===== config.mk =====
export PLATFORM = sky130hd
export DESIGN_NAME = ex_mul_sequencer_flat
export DESIGN_NICKNAME = d
export VERILOG_FILES = /design/src/rtl/ex_mul_sequencer_if.sv /design/src/rtl/ex_mul_sequencer.sv /design/src/flat_wrapper.sv
export SDC_FILE = /design/constraint.sdc
export NUM_CORES = 1
export LEC_CHECK = 0
export CAP_MARGIN = 20
export CORE_MARGIN = 2
export CORE_UTILIZATION = 40
export CTS_BUF_LIST = sky130_fd_sc_hd__clkbuf_8
export CTS_CLUSTER_SIZE = 20
export DETAILED_ROUTE_END_ITERATION = 16
export HOLD_SLACK_MARGIN = 0.05
export PLACE_DENSITY = 0.58
export SETUP_SLACK_MARGIN = 0.5
export SLEW_MARGIN = 15
export SYNTH_ARGS = -nofsm -noshare
export SYNTH_HDL_FRONTEND = slang
export SYNTH_SLANG_ARGS = --single-unit

===== constraint.sdc =====
create_clock -name clk -period 7.8 [get_ports clk]
set_input_delay 1.56 -clock clk [delete_from_list [all_inputs] [get_ports clk]]
set_output_delay 1.56 -clock clk [all_outputs]
set_load 0.01 [all_outputs]

===== src/rtl/ex_mul_sequencer_if.sv =====
// EX-stage multiply request/result bundle between the EX decode and the
// shift-add multiplier sequencer.
//
// Handshake: start is a level request held high while the multiply sits in
// EX. It is accepted in any IDLE cycle where start=1 and flush=0. reg_lock
// acts as the inverse of "ready to advance": while it is high, EX and every
// upstream stage hold. done pulses for exactly one cycle with reg_lock low,
// so the EX/MEM register captures prod_hi/prod_lo on that same edge.
// fsm_state exposes the sequencer state (0=IDLE, 1=RUN, 2=DONE) for observation.
interface ex_mul_sequencer_if #(
    parameter int WIDTH = 32
);
    logic             start;
    logic             is_signed;
    logic             flush;
    logic [WIDTH-1:0] op_a;
    logic [WIDTH-1:0] op_b;
    logic             reg_lock;
    logic             busy;
    logic             done;
    logic [WIDTH-1:0] prod_hi;
    logic [WIDTH-1:0] prod_lo;
    logic [1:0]       fsm_state;

    modport master (
        output start, is_signed, flush, op_a, op_b,
        input  reg_lock, busy, done, prod_hi, prod_lo, fsm_state
    );

    modport slave (
        input  start, is_signed, flush, op_a, op_b,
        output reg_lock, busy, done, prod_hi, prod_lo, fsm_state
    );
endinterface


===== src/rtl/ex_mul_sequencer.sv =====
// Iterative 1-bit-per-cycle shift-add multiplier for the EX stage.
// Signed multiplies run on operand magnitudes, and the product is negated at
// the end. The pipeline is frozen through reg_lock while the sequence runs.
module ex_mul_sequencer #(
    parameter int WIDTH = 32
) (
    input  logic                clk,
    input  logic                reset,
    ex_mul_sequencer_if.slave   bus
);
    localparam int CW = $clog2(WIDTH) + 1;
    localparam int PW = 2 * WIDTH;

    typedef enum logic [1:0] {
        IDLE = 2'd0,
        RUN  = 2'd1,
        DONE = 2'd2
    } state_t;

    state_t          state;
    state_t          state_n;
    logic [CW-1:0]   cnt;
    logic [PW-1:0]   mcand;
    logic [WIDTH-1:0] mplier;
    logic [PW-1:0]   acc;
    logic            neg;
    logic [PW-1:0]   prod;

    logic            accept;
    logic            step;
    logic            finish;
    logic            lock;
    logic            busy_c;
    logic            done_c;

    logic [WIDTH-1:0] mag_a;
    logic [WIDTH-1:0] mag_b;
    logic [PW-1:0]    acc_sum;
    logic [PW-1:0]    prod_final;

    // Operand magnitudes. These are unsigned WIDTH-bit values, so -2^(WIDTH-1)
    // maps to 2^(WIDTH-1) without overflow.
    assign mag_a = (bus.is_signed && bus.op_a[WIDTH-1]) ? -bus.op_a : bus.op_a;
    assign mag_b = (bus.is_signed && bus.op_b[WIDTH-1]) ? -bus.op_b : bus.op_b;

    // Partial sum for this iteration and the sign-corrected final product.
    assign acc_sum    = acc + (mplier[0] ? mcand : {PW{1'b0}});
    assign prod_final = neg ? -acc_sum : acc_sum;

    // State register.
    always_ff @(posedge clk) begin
        if (reset) begin
            state <= IDLE;
        end else begin
            state <= state_n;
        end
    end

    // Next-state and control decode. A flush in RUN drops reg_lock in that same cycle.
    always_comb begin
        state_n = state;
        accept  = 1'b0;
        step    = 1'b0;
        finish  = 1'b0;
        lock    = 1'b0;
        busy_c  = 1'b0;
        done_c  = 1'b0;
        case (state)
            IDLE: begin
                if (bus.start && !bus.flush) begin
                    accept  = 1'b1;
                    lock    = 1'b1;
                    state_n = RUN;
                end
            end
            RUN: begin
                busy_c = 1'b1;
                if (bus.flush) begin
                    state_n = IDLE;
                end else begin
                    lock = 1'b1;
                    step = 1'b1;
                    if (cnt == CW'(WIDTH - 1)) begin
                        finish  = 1'b1;
                        state_n = DONE;
                    end
                end
            end
            DONE: begin
                done_c  = 1'b1;
                state_n = IDLE;
            end
            default: begin
                state_n = IDLE;
            end
        endcase
    end

    // Datapath. Operands are latched on accept, and one multiplier bit is consumed per RUN cycle.
    always_ff @(posedge clk) begin
        if (reset) begin
            cnt    <= '0;
            mcand  <= '0;
            mplier <= '0;
            acc    <= '0;
            neg    <= 1'b0;
            prod   <= '0;
        end else if (accept) begin
            mcand  <= {{WIDTH{1'b0}}, mag_a};
            mplier <= mag_b;
            acc    <= '0;
            cnt    <= '0;
            neg    <= bus.is_signed & (bus.op_a[WIDTH-1] ^ bus.op_b[WIDTH-1]);
        end else if (step) begin
            acc    <= acc_sum;
            mcand  <= mcand << 1;
            mplier <= mplier >> 1;
            cnt    <= cnt + CW'(1);
            if (finish) begin
                prod <= prod_final;
            end
        end
    end

    assign bus.reg_lock  = lock;
    assign bus.busy      = busy_c;
    assign bus.done      = done_c;
    assign bus.prod_hi   = prod[PW-1:WIDTH];
    assign bus.prod_lo   = prod[WIDTH-1:0];
    assign bus.fsm_state = state;
endmodule


===== src/flat_wrapper.sv =====
// flat-port wrapper written by rule: the top's interface ports become plain ports
module ex_mul_sequencer_flat 
#(
    parameter int WIDTH = 32
)
  (clk, reset, bus_start, bus_is_signed, bus_flush, bus_op_a, bus_op_b, bus_reg_lock, bus_busy, bus_done, bus_prod_hi, bus_prod_lo, bus_fsm_state);
  ex_mul_sequencer_if #(.WIDTH(WIDTH)) bus_i ();
  input  logic clk;
  input  logic reset;
  input wire logic [$bits(bus_i.start)-1:0] bus_start;
  input wire logic [$bits(bus_i.is_signed)-1:0] bus_is_signed;
  input wire logic [$bits(bus_i.flush)-1:0] bus_flush;
  input wire logic [$bits(bus_i.op_a)-1:0] bus_op_a;
  input wire logic [$bits(bus_i.op_b)-1:0] bus_op_b;
  output wire logic [$bits(bus_i.reg_lock)-1:0] bus_reg_lock;
  output wire logic [$bits(bus_i.busy)-1:0] bus_busy;
  output wire logic [$bits(bus_i.done)-1:0] bus_done;
  output wire logic [$bits(bus_i.prod_hi)-1:0] bus_prod_hi;
  output wire logic [$bits(bus_i.prod_lo)-1:0] bus_prod_lo;
  output wire logic [$bits(bus_i.fsm_state)-1:0] bus_fsm_state;
  assign bus_i.start = bus_start;
  assign bus_i.is_signed = bus_is_signed;
  assign bus_i.flush = bus_flush;
  assign bus_i.op_a = bus_op_a;
  assign bus_i.op_b = bus_op_b;
  assign bus_reg_lock = bus_i.reg_lock;
  assign bus_busy = bus_i.busy;
  assign bus_done = bus_i.done;
  assign bus_prod_hi = bus_i.prod_hi;
  assign bus_prod_lo = bus_i.prod_lo;
  assign bus_fsm_state = bus_i.fsm_state;
  ex_mul_sequencer #(.WIDTH(WIDTH)) u_core (.clk(clk), .reset(reset), .bus(bus_i));
endmodule

==> impl_metrics.env <==
export IMPL_portBuffers=137
export IMPL_cp_top_family="simple AND/OR/NAND/NOR gates"
export IMPL_fin_crit_ns=6.761
export IMPL_die_width_um=203.2
export IMPL_synthesis_area_per_instance_um2=7.350
export IMPL_ctsRootBufferMaster="clkbuf_8"
export IMPL_drt_pass1_iter_count=5
export IMPL_core_area_um2=38920
export IMPL_grt_pass1_wl_mm=81.47
export IMPL_worst_endpoint_required_ns=8.31
export IMPL_layout_drive_gt1_share_pct=5.635
export IMPL_startpoint_type="register"
export IMPL_antenna_cells_inserted=0
export IMPL_cp_slowest_stage_delay_ns=0.84
export IMPL_detailroute_via_count=15530
export IMPL_areaGrowthSynthToFinish_pct=15.63
export IMPL_rsz0062_at_grt="no"
export IMPL_chip_height_um=203.2
export IMPL_cts_repair_resized=0
export IMPL_register_area_um2=4666
export IMPL_report_final_setup_viol=0
export IMPL_vdd_ir_drop_max_mv=0.09651
export IMPL_io_pins=138
export IMPL_p_leak_nw=6.722
export IMPL_max_freq_mhz=147.9
export IMPL_grt_antenna_before_repair=1
export IMPL_synth_edff_count=0
export IMPL_number_of_levels_in_the_clock_h_tree=2
export IMPL_totalWireLength_mm=51.67
export IMPL_post_route_period_util_pct=86.68
export IMPL_tightest_slew_ns=0.9969
export IMPL_route_detailed_wl_per_inst_um=18.76
export IMPL_die_footprint_um2=41280
export IMPL_ys_warnings_count=0
export IMPL_report_final_slew_viol_count=0
export IMPL_fill_cells=4075
export IMPL_critical_path_cell_by_cell="buf_4 > and2_1 > ha_1 > a21oi_1 > o21ai_0 > a21oi_1 > nand3_1 > xor2_1 > or4_1 > or3_1 > or4_4 > or4_1 > o41ai_1 > xor2_1 > a211oi_1"
export IMPL_post_synth_num_cell_types=75
export IMPL_crit_buf_inv=1
export IMPL_clock_path_buffers=3
export IMPL_cts_tree="yes"
export IMPL_timing_slew_headroom_pct=32.84
export IMPL_drc=0
export IMPL_effective_utilization_at_floorplan_pct=40.77
export IMPL_drt_first_iter_violations=1045
export IMPL_ys_flop_type="dfxtp_1"
export IMPL_multi_input_area_um2=10570
export IMPL_grt_overflow_total=0
export IMPL_grt_start_max_net_pins=135
export IMPL_final_core_util_pct=47.15
export IMPL_final_common_cell="nand2_1"
export IMPL_grt_usage_pct=24.60
export IMPL_clock_sinks=233
export IMPL_cts_hold_buffers_added=0
export IMPL_nets=2345
export IMPL_yosysSeqAreaShare_pct=29.40
export IMPL_cpMaxStageDelayCell="dfxtp_1"
export IMPL_outcome="finished, final reports clean"
export IMPL_crit_fanout=28
export IMPL_final_setup_tns_ns=0
export IMPL_ys_async_sr_fraction_pct=0
export IMPL_power_density_nw_per_um2=149.7
export IMPL_flip_flop_and_latch_count_after_synthesis=233
export IMPL_gpl_final_weighted_congestion=0.9271
export IMPL_final_hold_violation_count=0
export IMPL_synthCells=2159
export IMPL_fin_worst_skew_ns=0.04047
export IMPL_holdCritPathClass="register to register"
export IMPL_synth_fp_nets=2296
export IMPL_critical_path_endpoint_type="register"
export IMPL_dp_final_hpwl_mm=38.37
export IMPL_mostFrequentLayoutCells="379 x nand2_1, 250 x a21oi_1, 232 x dfxtp_1"
export IMPL_timing_worst_setup_path_type="register to register"
export IMPL_detail_route_vias_per_cell=5.639
export IMPL_ant_nets=0
export IMPL_cap_viol_max_count=0
export IMPL_clk_pin_slew_worst_setup_hold_paths_ns=0.07
export IMPL_post_cts_setup_buffer_count=0
export IMPL_std_cell_rows=72
export IMPL_clock_latency_ns=0.62
export IMPL_cts_buffers=43
export IMPL_post_synth_instance_area_um2=15870
export IMPL_first_global_vias=14690
export IMPL_timing_critical_path_arrival_ns=7.27
==> per-layer routing <==
metal,vias up,global-route usage (%),routed length (um)
met5,-,0,0
met4,0,7.351,1115
met3,56,4.091,2902
met2,378,37.04,21940
met1,7303,35.80,25710
li1,7793,-,-
==> state kept, by name (all words and copies together), names as in the netlist <==
signal,count
u_core.prod,64
u_core.bus.fsm_state,2
u_core.neg,1
u_core.mplier,32
u_core.mcand,64
u_core.acc,64
u_core.cnt,6
==> worst min-delay path, stage by stage, from the launching register on <==
cell     delay (ns)
dfxtp_1        0.31
nand2_1        0.05
a21oi_1        0.05
==> where the power goes <==
part           switching [mW]  internal [mW]
clock                   0.552          0.688
sequential             0.0226           1.21
combinational           0.171         0.0998
==> kinds of logic after synthesis <==
logic type                 synth area share (%)
AOI/OAI and AO/OA                         26.60
xor gates and xnor gates                  9.770
adders and majority gates                 5.409
buffers and inverters                     4.219
DFF                                       29.40
muxes                                    0.1893
and+or+nand+nor                           24.42
==> cells in the mapped netlist, types with 17 or more instances <==
library cell	instances	area share, %
nand2_1	380	9.0
a21oi_1	250	7.9
clkbuf_1	130	3.1
nand2b_1	17	0.67
nand4_1	36	1.4
inv_1	25	0.59
or3_1	21	0.83
nor3_1	32	1.0
nor2_1	208	4.9
nand3_1	22	0.69
ha_1	67	5.3
dfxtp_1	233	29
nor4_1	18	0.71
a21o_1	27	1.3
a22oi_1	36	1.7
a311oi_1	33	1.8
xnor2_1	84	4.6
o21ai_0	79	2.5
xor2_1	93	5.1
and2_1	66	2.6
o31ai_1	27	1.3
a211oi_1	65	3.1
==> metrics by stage <==
step | instances | power, mW | hold slack, ns | instance area, um2 | setup slack, ns
after floorplan | 2159 | 1.424 | 0.4366 | 15870 | 2.538
after global placement | 2681 | 1.530 | 0.4445 | 17460 | 1.232
after detailed placement | 2681 | 1.532 | 0.4490 | 17460 | 1.149
after CTS | 2754 | 2.784 | 0.4586 | 18350 | 1.140
after global routing | 2754 | 2.874 | 0.4800 | 18350 | 0.7491
final | 2754 | 2.747 | 0.4463 | 18350 | 1.039
==> worst paths after layout <==
check | startpoint | endpoint | slack (ns) | cells after the start
max | u_core.mplier[0]$_SDFFE_PP0N_ | u_core.prod[53]$_SDFFE_PP0P_ | 1.04 | 15
min | u_core.mcand[34]$_SDFFE_PP0P_ | u_core.mcand[35]$_SDFFE_PP0P_ | 0.45 | 2
max reg2reg | u_core.mplier[0]$_SDFFE_PP0N_ | u_core.prod[53]$_SDFFE_PP0P_ | 1.04 | 15
min reg2reg | u_core.mcand[34]$_SDFFE_PP0P_ | u_core.mcand[35]$_SDFFE_PP0P_ | 0.45 | 2
==> final cells by class <==
| class | instances | share of cell area, % |
|---|---|---|
| inverter | 25 | 0.5115 |
| tap | 518 | 3.532 |
| clock buffer | 50 | 3.751 |
| multi-input combinational | 1753 | 57.60 |
| clock inverter | 23 | 1.105 |
| sequential | 233 | 25.43 |
| timing repair buffer | 152 | 8.074 |
No activity file was read; power rests on OpenSTA's default activity.
